### src/rtl/rf_wr_arb_if.sv
// rf_wr_arb_if: bundle between two write requesters, the write arbiter and
// the register bank it feeds.
//   a_req/a_lock/a_addr/a_data : requester A write request, lock and payload
//   a_gnt                      : A write accepted this cycle
//   b_*                        : same set for requester B
//   rf_write                   : one-hot per-register write strobe
//   rf_writedata               : shared write data
//   owner                      : 00 idle, 01 A locked, 10 B locked
// Modports: master = requester/bank side, slave = arbiter side.
interface rf_wr_arb_if #(
  parameter int NREG = 8,
  parameter int AW   = 3,
  parameter int DW   = 16
);
  logic            a_req;
  logic            a_lock;
  logic [AW-1:0]   a_addr;
  logic [DW-1:0]   a_data;
  logic            a_gnt;
  logic            b_req;
  logic            b_lock;
  logic [AW-1:0]   b_addr;
  logic [DW-1:0]   b_data;
  logic            b_gnt;
  logic [NREG-1:0] rf_write;
  logic [DW-1:0]   rf_writedata;
  logic [1:0]      owner;

  modport master (
    output a_req, a_lock, a_addr, a_data,
    output b_req, b_lock, b_addr, b_data,
    input  a_gnt, b_gnt, rf_write, rf_writedata, owner
  );

  modport slave (
    input  a_req, a_lock, a_addr, a_data,
    input  b_req, b_lock, b_addr, b_data,
    output a_gnt, b_gnt, rf_write, rf_writedata, owner
  );
endinterface

### src/rtl/rf_wr_arb.sv
// rf_wr_arb: shares the write port of an NREG x DW register bank between
// requesters A and B. Round-robin on ties, with optional locked bursts whose
// tenure is capped at MAX_BURST cycles (first grant included).
// Ports:
//   clk  : rising-edge clock
//   rst  : asynchronous, active-high reset
//   bus  : rf_wr_arb_if.slave (requests in; grants, write strobe/data and
//          owner out). Grants are combinational in the request cycle; owner
//          is registered.
module rf_wr_arb #(
  parameter int NREG      = 8,
  parameter int AW        = 3,
  parameter int DW        = 16,
  parameter int MAX_BURST = 4
) (
  input  logic          clk,
  input  logic          rst,
  rf_wr_arb_if.slave    bus
);

  localparam int CW = $clog2(MAX_BURST);

  typedef enum logic [1:0] {
    IDLE  = 2'b00,
    OWN_A = 2'b01,
    OWN_B = 2'b10
  } fsm_e;

  fsm_e            fsm_r;
  fsm_e            fsm_nxt_s;
  logic            last_r;      // 1 = B was served last
  logic            last_nxt_s;
  logic [CW-1:0]   cnt_r;       // tenure cycles of the current locked owner
  logic [CW-1:0]   cnt_nxt_s;
  logic            a_gnt_s;
  logic            b_gnt_s;
  logic [AW-1:0]   sel_addr_s;
  logic [DW-1:0]   sel_data_s;
  logic [NREG-1:0] wr_s;

  // Arbiter state registers
  always_ff @(posedge clk or posedge rst) begin
    if (rst) begin
      fsm_r  <= IDLE;
      last_r <= 1'b1;
      cnt_r  <= {CW{1'b0}};
    end else begin
      fsm_r  <= fsm_nxt_s;
      last_r <= last_nxt_s;
      cnt_r  <= cnt_nxt_s;
    end
  end

  // Grant decision and next-state logic
  always_comb begin
    a_gnt_s    = 1'b0;
    b_gnt_s    = 1'b0;
    fsm_nxt_s  = fsm_r;
    last_nxt_s = last_r;
    cnt_nxt_s  = cnt_r;
    case (fsm_r)
      IDLE: begin
        // A wins a tie only when B was served last
        if (bus.a_req && (!bus.b_req || last_r)) begin
          a_gnt_s    = 1'b1;
          last_nxt_s = 1'b0;
          if (bus.a_lock) begin
            fsm_nxt_s = OWN_A;
            cnt_nxt_s = CW'(1);
          end else begin
            fsm_nxt_s = IDLE;
          end
        end else if (bus.b_req) begin
          b_gnt_s    = 1'b1;
          last_nxt_s = 1'b1;
          if (bus.b_lock) begin
            fsm_nxt_s = OWN_B;
            cnt_nxt_s = CW'(1);
          end else begin
            fsm_nxt_s = IDLE;
          end
        end else begin
          fsm_nxt_s = IDLE;
        end
      end
      OWN_A: begin
        a_gnt_s   = bus.a_req;
        cnt_nxt_s = cnt_r + CW'(1);
        // Cap forces release even if lock is still held
        if (!bus.a_lock || (cnt_r == CW'(MAX_BURST - 1))) begin
          fsm_nxt_s = IDLE;
          cnt_nxt_s = {CW{1'b0}};
        end else begin
          fsm_nxt_s = OWN_A;
        end
      end
      OWN_B: begin
        b_gnt_s   = bus.b_req;
        cnt_nxt_s = cnt_r + CW'(1);
        if (!bus.b_lock || (cnt_r == CW'(MAX_BURST - 1))) begin
          fsm_nxt_s = IDLE;
          cnt_nxt_s = {CW{1'b0}};
        end else begin
          fsm_nxt_s = OWN_B;
        end
      end
      default: begin
        fsm_nxt_s = IDLE;
        cnt_nxt_s = {CW{1'b0}};
      end
    endcase
    // No write may be accepted while reset is held
    if (rst) begin
      a_gnt_s = 1'b0;
      b_gnt_s = 1'b0;
    end else begin
      a_gnt_s = a_gnt_s;
      b_gnt_s = b_gnt_s;
    end
  end

  // Write datapath: steer the granted requester onto the bank
  always_comb begin
    sel_addr_s = {AW{1'b0}};
    sel_data_s = {DW{1'b0}};
    if (a_gnt_s) begin
      sel_addr_s = bus.a_addr;
      sel_data_s = bus.a_data;
    end else if (b_gnt_s) begin
      sel_addr_s = bus.b_addr;
      sel_data_s = bus.b_data;
    end else begin
      sel_addr_s = {AW{1'b0}};
      sel_data_s = {DW{1'b0}};
    end
    // Out-of-range addresses match no strobe, so the write is dropped
    for (int i = 0; i < NREG; i++) begin
      wr_s[i] = (a_gnt_s | b_gnt_s) && (sel_addr_s == AW'(i));
    end
  end

  assign bus.a_gnt        = a_gnt_s;
  assign bus.b_gnt        = b_gnt_s;
  assign bus.rf_write     = wr_s;
  assign bus.rf_writedata = sel_data_s;
  assign bus.owner        = fsm_r;

endmodule

### src/flat_wrapper.sv
// flat-port wrapper written by rule: the top's interface ports become plain ports
module rf_wr_arb_flat 
#(
  parameter int NREG      = 8,
  parameter int AW        = 3,
  parameter int DW        = 16,
  parameter int MAX_BURST = 4
)
  (clk, rst, bus_a_req, bus_a_lock, bus_a_addr, bus_a_data, bus_b_req, bus_b_lock, bus_b_addr, bus_b_data, bus_a_gnt, bus_b_gnt, bus_rf_write, bus_rf_writedata, bus_owner);
  rf_wr_arb_if #(.NREG(NREG), .AW(AW), .DW(DW)) bus_i ();
  input  logic clk;
  input  logic rst;
  input wire logic [$bits(bus_i.a_req)-1:0] bus_a_req;
  input wire logic [$bits(bus_i.a_lock)-1:0] bus_a_lock;
  input wire logic [$bits(bus_i.a_addr)-1:0] bus_a_addr;
  input wire logic [$bits(bus_i.a_data)-1:0] bus_a_data;
  input wire logic [$bits(bus_i.b_req)-1:0] bus_b_req;
  input wire logic [$bits(bus_i.b_lock)-1:0] bus_b_lock;
  input wire logic [$bits(bus_i.b_addr)-1:0] bus_b_addr;
  input wire logic [$bits(bus_i.b_data)-1:0] bus_b_data;
  output wire logic [$bits(bus_i.a_gnt)-1:0] bus_a_gnt;
  output wire logic [$bits(bus_i.b_gnt)-1:0] bus_b_gnt;
  output wire logic [$bits(bus_i.rf_write)-1:0] bus_rf_write;
  output wire logic [$bits(bus_i.rf_writedata)-1:0] bus_rf_writedata;
  output wire logic [$bits(bus_i.owner)-1:0] bus_owner;
  assign bus_i.a_req = bus_a_req;
  assign bus_i.a_lock = bus_a_lock;
  assign bus_i.a_addr = bus_a_addr;
  assign bus_i.a_data = bus_a_data;
  assign bus_i.b_req = bus_b_req;
  assign bus_i.b_lock = bus_b_lock;
  assign bus_i.b_addr = bus_b_addr;
  assign bus_i.b_data = bus_b_data;
  assign bus_a_gnt = bus_i.a_gnt;
  assign bus_b_gnt = bus_i.b_gnt;
  assign bus_rf_write = bus_i.rf_write;
  assign bus_rf_writedata = bus_i.rf_writedata;
  assign bus_owner = bus_i.owner;
  rf_wr_arb #(.NREG(NREG), .AW(AW), .DW(DW), .MAX_BURST(MAX_BURST)) u_core (.clk(clk), .rst(rst), .bus(bus_i));
endmodule
### config.mk
export PLATFORM = sky130hd
export DESIGN_NAME = rf_wr_arb_flat
export DESIGN_NICKNAME = d
export VERILOG_FILES = /design/src/rtl/rf_wr_arb_if.sv /design/src/rtl/rf_wr_arb.sv /design/src/flat_wrapper.sv
export SDC_FILE = /design/constraint.sdc
export NUM_CORES = 1
export LEC_CHECK = 0
export ABC_CLOCK_PERIOD_IN_PS = 4200
export BUFFER_PORTS_ARGS = -buffer_cell sky130_fd_sc_hd__buf_2
export CORE_MARGIN = 2
export CORE_UTILIZATION = 23
export DETAILED_ROUTE_END_ITERATION = 6
export PLACE_DENSITY = 0.67
export RECOVER_POWER = 50
export SLEW_MARGIN = 5
export SYNTH_ARGS = -nofsm -noshare
export SYNTH_HDL_FRONTEND = slang
export SYNTH_SLANG_ARGS = --single-unit
### constraint.sdc
create_clock -name clk -period 4.2 [get_ports clk]
set_input_delay 0.21 -clock clk [delete_from_list [all_inputs] [get_ports clk]]
set_output_delay 0.21 -clock clk [all_outputs]
set_load 0.01 [all_outputs]
==> summary.md, run 1 <==
| Metric | Value |
|---|---|
| Sequential power share | `0.281` |
| Nets@finish | `194` |
| Setup TNS | `0 ns` |
| # DRC | `0` |
| Initial antenna violation count | `0` |
| FF-to-FF setup slack | `2.84 ns` |
| CP Cell Sequence | `and3b_1 > nor4_1 > buf_4 > a32oi_1 > a211oi_1 > buf_2` |
| Vias | `884` |
| Worst setup EP type | `primary output` |
| Reg-to-Reg Start | `u_core.last_r$_DFFE_PP1P_` |
| Switch share | `0.414` |
| Finished Cell Area | `1040 sq um` |
| P_sw | `0.000137 W` |
| Gate Count Post-Synth | `76` |
| Seq/Total Area, Yosys | `0.193` |
| CORE AREA | `2730 sq um` |
| Max-Cap Viols | `0` |
| Worst slew pin tran | `1.40 ns` |
| DP Area | `1020 sq um` |
| RSZ-0062 raised after global routing | `no` |
| HP Class | `in2reg` |
| CP Max Fanout | `16` |
| Startpoint types | `flop` |
| Post-DP HPWL | `1.91 mm` |
| CTS root buf | `clkbuf_4` |
| CTS buffer count | `3` |
| # IOs | `72` |
| Worst EP required | `3.99 ns` |
| Routed len/inst | `12.9 microns` |
| Critical-path top delay cell | `nor4_1` |
| Reg clk slew, reported paths | `0.04 ns` |
| Combinational share of power | `0.556` |
| Post-Syn Nets | `121` |
| Final ANT Viol Nets | `0` |
| Synth warn | `0` |
| TritonCTS clock tree | `built` |
| Total grt overflow | `0` |
| Reg2Reg Depth | `3` |
| Final hold viol count | `0` |
| Pint | `0.000194 W` |
| Leakage Power | `0.552 nW` |
| Synth cell types | `29` |
| Largest net degree at the start of global routing | `29` |
| Clk pwr share | `0.164` |
| Final WL | `2.32 mm` |
| Vias per cell | `4.94` |
| Rows | `19` |
| Hold Path End | `u_core.last_r$_DFFE_PP1P_` |
| Ant diodes | `0` |
| Final Skew | `0.000102 ns` |
| H-tree levels | `1` |
| DRT Pass-1 Iters | `4` |
| Global router's overall resource usage | `0.139` |
| Post-synthesis register bit count | `5` |
| Post-CTS Setup Inserts | `0` |
| Starting Density | `0.240` |
| Commonest cells after routing, fill and taps aside | `buf_2 (63), a22o_1 (18), clkbuf_1 (9)` |
| Pwr dens | `319 nW/um^2` |
| Final setup viols | `0` |
| Synth-to-layout area growth | `58.0%` |
| Clock Sinks | `5` |
| Max-slew violation count | `0` |
| Routability cong. | `0.737` |
| Hold Path Stages | `2` |
| HP Start | `bus_a_req` |
| Synthesized area per cell | `8.63 sq um` |
| Die ar. | `3290 sq um` |
| FMAX | `314 MHz` |
| Peak VDD IR | `0.221 mV` |
| Final worst-path cycle share | `0.759` |
| Post-layout min period | `3.19 ns` |
| Clock latency at the later pin of the worst-skew pair | `0.24 ns` |
| Die height | `57.4 microns` |
| Fraction of layout cells with a size suffix above 1 | `0.480` |
| First-pass GRT wire length | `3.72 mm` |
| Crit path arrival time | `2.98 ns` |
| Die W | `57.4 microns` |
| Slew headroom | `0.0604` |
| Cell area after synthesis | `656 sq um` |
| DRT iter0 DRCs | `53` |
| Vias in the first global route | `880` |
| Clock buffer depth | `2` |
| CP max stage delay | `1.05 ns` |
| I/O Buffers | `71` |
| Most common cell after layout, fill and taps aside | `buf_2` |
| Crit path kind | `reg2out` |
| R2r endpoint | `u_core.bus.owner[0]$_DFF_PP0_` |
| Status | `finished, final reports clean` |
cell families after synthesis:
family          after synthesis  share of synthesized area
compound gates               35                      0.429
simple gates                 22                      0.237
buf+inv                      11                     0.0897
flops                         5                      0.193
mux                           2                     0.0324
fa+ha+maj                     1                     0.0191
area by class of cell:
class                           count  area [sq um]
Clock buffer                        4          26.3
Fill cell                         298          1700
Inverter                            5          18.8
Multi-Input combinational cell     60           455
Sequential cell                     5           126
Tap cell                           31          38.8
Timing Repair Buffer               74           370
repair_timing:
action | 4_1_cts | 5_1_grt
hold endpoints to repair | 4 | 0
hold buffers | 1 | 0
gates resized for setup | 0 | 0
state kept, by name (all words and copies together), names as in the netlist:
name and cells:
u_core.bus.owner 2, u_core.cnt_r 2, u_core.last_r 1
synth_stat cells (all sizes together):
cell type / number / share of area
ha: 1 / 0.019
o21ai: 1 / 0.0076
a32oi: 3 / 0.040
mux2: 1 / 0.017
dfrtp: 4 / 0.15
a22o: 18 / 0.24
nor3b: 3 / 0.042
mux2i: 1 / 0.015
a31oi: 1 / 0.0095
nand3b: 1 / 0.011
dfstp: 1 / 0.040
nor2b: 1 / 0.0095
nand2: 1 / 0.0057
and2: 1 / 0.0095
nor4: 1 / 0.032
nor2: 8 / 0.046
o21a: 1 / 0.011
a32o: 1 / 0.015
nor3: 4 / 0.031
a211oi: 3 / 0.034
a21oi: 3 / 0.023
a2bb2oi: 1 / 0.013
a22oi: 3 / 0.034
inv: 5 / 0.029
and3b: 1 / 0.013
buf: 6 / 0.061
nor4b: 1 / 0.036
power groups by stage:
stage / clock network, W / logic, W / registers, W
after CTS: 0.0000571 / 0.000191 / 0.0000949
after detailed placement: 0 / 0.000189 / 0.0000953
final: 0.0000541 / 0.000184 / 0.0000927
after floorplan: 0 / 0.000133 / 0.0000850
after global routing: 0.0000637 / 0.000203 / 0.0000969
after global placement: 0 / 0.000183 / 0.0000935
worst max path at each step:
stage | to | depth (start not counted) | slack (ns) | startpoint
3_5_place_dp | bus_rf_write[4] | 6 | 1.96 | u_core.bus.owner[1]$_DFF_PP0_
5_1_grt | bus_rf_write[4] | 6 | 0.77 | u_core.bus.owner[1]$_DFF_PP0_
3_3_place_gp | bus_rf_write[5] | 6 | 2.09 | u_core.bus.owner[1]$_DFF_PP0_
6_report | bus_rf_write[4] | 6 | 1.01 | u_core.bus.owner[1]$_DFF_PP0_
4_1_cts | bus_rf_write[4] | 6 | 1.69 | u_core.bus.owner[1]$_DFF_PP0_
2_1_floorplan | bus_rf_write[4] | 5 | 2.46 | u_core.bus.owner[1]$_DFF_PP0_
stage by stage:
step / power, W / util / worst slack [ns] / hold slack [ns] / std cells
after floorplan: 0.000218 / - / 2.46 / -0.0122 / 76
after global placement: 0.000277 / 0.375 / 2.09 / 0.165 / 174
after detailed placement: 0.000285 / 0.375 / 1.96 / 0.170 / 174
after CTS: 0.000343 / 0.388 / 1.69 / 0.192 / 179
after global routing: 0.000364 / 0.379 / 0.772 / 0.210 / 179
final: 0.000330 / 0.379 / 1.01 / 0.202 / 179
metal layers:
layer	part of all wire	wire length [microns]	track usage
met1	0.40	932	0.155
met2	0.56	1300	0.258
met5	0	0	0
met4	0.0060	14	0.0631
met3	0.028	64	0.0159
worst max-delay path, delay by kind of cell, from the launching register on:
family / cells / cell delay [ns]
AOI/OAI and AO/OA: 2 / 0.39
buffers and inverters: 2 / 0.55
DFF: 1 / 0.53
and+or+nand+nor: 2 / 1.27
(Power assumes the default switching activity.)
==> run 2, diff against run 1 <==
--- a/config.mk
+++ b/config.mk
@@ -5,7 +5,8 @@
 export SDC_FILE = /design/constraint.sdc
 export NUM_CORES = 1
 export LEC_CHECK = 0
-export ABC_CLOCK_PERIOD_IN_PS = 4200
+export ABC_AREA = 1
+export ABC_CLOCK_PERIOD_IN_PS = 3200
 export BUFFER_PORTS_ARGS = -buffer_cell sky130_fd_sc_hd__buf_2
 export CORE_MARGIN = 2
 export CORE_UTILIZATION = 23
==> constraint.sdc (replaced) <==
create_clock -name clk -period 3.2 [get_ports clk]
set_input_delay 0.16 -clock clk [delete_from_list [all_inputs] [get_ports clk]]
set_output_delay 0.16 -clock clk [all_outputs]
set_load 0.01 [all_outputs]
==> summary.md, run 2 <==
| Metric | Value |
|---|---|
| Clock buffer depth | `2` |
| CP delay by family, top | `buffers and inverters` |
| Number of cells on the critical path | `11` |
| RSZ-0062 raised after global routing | `no` |
| Critical-path top delay cell | `dlygate4sd3_1` |
| CORE AREA | `2710 sq um` |
| Post-synthesis register bit count | `5` |
| Most numerous cell in the Yosys netlist | `nand2_1` |
| Final setup viols | `0` |
| Status | `finished, final reports clean` |
| DRT iter0 DRCs | `29` |
| Crit path kind | `in2out` |
| # IOs | `72` |
| Post-synth top cells | `nand2_1 (62), inv_1 (8), nor2_1 (8)` |
| Critical path buffers and inverters | `5` |
| Max-Cap Viols | `0` |
| Vias in the first global route | `826` |
| CP max stage delay | `0.54 ns` |
| Clock latency at the later pin of the worst-skew pair | `0.24 ns` |
| Cell area after synthesis | `643 sq um` |
| Clock Sinks | `5` |
| Final ANT Viol Nets | `0` |
| Post-Syn Nets | `163` |
| Final hold viol count | `0` |
| Fin Hold WS | `0.225 ns` |
| Synth async-reset ratio | `1.00` |
| I/O Buffers | `71` |
| Ranking of synthesized cells by area | `nand2_1 (36%), dfrtp_1 (16%), nand3_1 (5.4%)` |
| Post-layout min period | `2.21 ns` |
| Starting Density | `0.237` |
| CP most frequent cell | `nand2_1` |
| Synth warn | `0` |
| Crit path arrival time | `2.05 ns` |
| Nets@finish | `237` |
| Area share of the largest cell type after synthesis | `0.362` |
| CTS root buf | `clkbuf_4` |
| Die ar. | `3240 sq um` |
| Post-synth EDFFs | `0` |
| Setup TNS | `0 ns` |
| Hold Path Stages | `3` |
| Max-slew violation count | `0` |
| Reg clk slew, reported paths | `0.04 ns` |
| HP Class | `in2reg` |
| Die height | `56.9 microns` |
| Primary FF master, synth | `dfrtp_1` |
| CTS buffer count | `3` |
| CP Max Fanout | `20` |
| Synthesized area per cell | `5.45 sq um` |
| Final Skew | `0.00290 ns` |
| Most common cell after layout, fill and taps aside | `buf_2` |
| Largest net degree at the start of global routing | `21` |
| Worst EP required | `3.04 ns` |
| Vias | `943` |
| Yosys top cell by area | `nand2_1` |
| Pwr dens | `470 nW/um^2` |
| CP Cell Sequence | `dlygate4sd3_1 > clkbuf_1 > nor3_2 > nand2_1 > inv_1 > nand2_1 > nand2_1 > inv_1 > nand2_1 > nor2_1 > buf_2` |
| H-tree levels | `1` |
| Fraction of layout cells with a size suffix above 1 | `0.419` |
| Commonest cells after routing, fill and taps aside | `buf_2 (64), nand2_1 (63), inv_1 (9), nor2_1 (9), clkbuf_1 (8)` |
| Initial antenna violation count | `0` |
| Final WL | `2.06 mm` |
| Worst slew pin tran | `0.620 ns` |
| Synth cell types | `21` |
| # DRC | `0` |
| Routability cong. | `0.860` |
| Rows | `19` |
| TritonCTS clock tree | `built` |
| Global router's overall resource usage | `0.125` |
| Total grt overflow | `0` |
| Gate Count Post-Synth | `118` |
| Routed len/inst | `9.28 microns` |
| DRT Pass-1 Iters | `4` |
| Synth-to-layout area growth | `60.1%` |
| FMAX | `452 MHz` |
| Final worst-path cycle share | `0.691` |
| Vias per cell | `4.25` |
| Post-DP HPWL | `1.73 mm` |
| Peak VDD IR | `0.235 mV` |
| Ant diodes | `0` |
| Seq/Total Area, Yosys | `0.196` |
| Worst setup EP type | `primary output` |
| Leakage Power | `0.673 nW` |
| Reg2Reg Depth | `3` |
| Slew headroom | `0.586` |
| First-pass GRT wire length | `3.26 mm` |
| Die W | `56.9 microns` |
| Post-CTS Resized | `0` |
| Startpoint types | `input port` |
==> run 2: changes by cell type in the layout (fill, tap and decap cells not counted), moves of 3 or more <==
| cell | delta |
|---|---|
| nand2_1 | +62 |
| a22o_1 | -18 |
| nand3_1 | +7 |
| inv_1 | +4 |
| nand2_2 | +4 |
| nor3_1 | -4 |
| a211oi_1 | -3 |
| a22oi_1 | -3 |
| a32oi_1 | -3 |
| inv_2 | +3 |
| o21ai_0 | +3 |
==> run 2: cells by family after synthesis <==
group | Yosys count | synth area share
adders and majority gates | 1 | 0.0195
and+or+nand+nor | 88 | 0.586
AOI/OAI and AO/OA | 8 | 0.0739
buffers and inverters | 16 | 0.125
DFF | 5 | 0.197
==> run 2: per-layer routing <==
| metal | wire length [microns] | share of wire | global-route usage |
|---|---|---|---|
| met1 | 822 | 0.40 | 0.128 |
| met5 | 0 | 0 | 0 |
| met4 | 12 | 0.0058 | 0.0565 |
| met2 | 932 | 0.45 | 0.225 |
| met3 | 293 | 0.14 | 0.0438 |
==> run 2: timing repair <==
action | in CTS | in global routing
hold buffers | 1 | 0
endpoints found under the hold margin | 4 | 0
setup endpoints to repair | 0 | 0
setup buffers | 0 | 0
==> run 2: cell type report <==
cell class / count / area (sq um)
clock buffer: 4 / 26.3
fill: 317 / 1680
sequential: 5 / 126
inverter: 13 / 50.0
multi-input combinational: 97 / 432
timing repair buffer: 72 / 357
tap: 31 / 38.8
==> run 2: path summary, 6_finish.rpt <==
check | from | end | slack (ns)
min reg2reg | u_core.cnt_r[0]$_DFFE_PP0P_ | u_core.cnt_r[0]$_DFFE_PP0P_ | 0.54
min | bus_b_lock | u_core.bus.owner[1]$_DFF_PP0_ | 0.23
max reg2reg | u_core.bus.owner[0]$_DFF_PP0_ | u_core.cnt_r[0]$_DFFE_PP0P_ | 2.05
min in group asynchronous | rst | u_core.bus.owner[0]$_DFF_PP0_ | 0.43
max | rst | bus_rf_write[0] | 0.99
max in group asynchronous | rst | u_core.last_r$_DFFE_PP1P_ | 2.49
==> run 2: where the power goes <==
group | total (W) | internal (W) | switching [W] | leakage, nW
Combinational | 0.000300 | 0.000117 | 0.000183 | 0.597
Clock | 0.0000713 | 0.0000470 | 0.0000243 | 0.0150
Sequential | 0.000113 | 0.0000917 | 0.0000215 | 0.0617
==> run 2: worst reg2reg max path, delay by kind of cell, from the launching register on <==
kind             cells  cell delay [ns]
AO/OA/AOI/OAI        1             0.21
flip-flops           1             0.43
AND/OR/NAND/NOR      2             0.40
==> run 2: through the flow <==
stage	setup WS, ns	total power (W)	instance area [sq um]	utilization	std cells
finish	0.987	0.000484	1030	0.380	222
global route	0.752	0.000540	1030	0.380	222
CTS	1.15	0.000500	1040	0.385	222
detailed placement	1.48	0.000423	1010	0.372	217
global placement	1.55	0.000422	1010	0.372	217
floorplan	1.80	0.000317	643	-	118
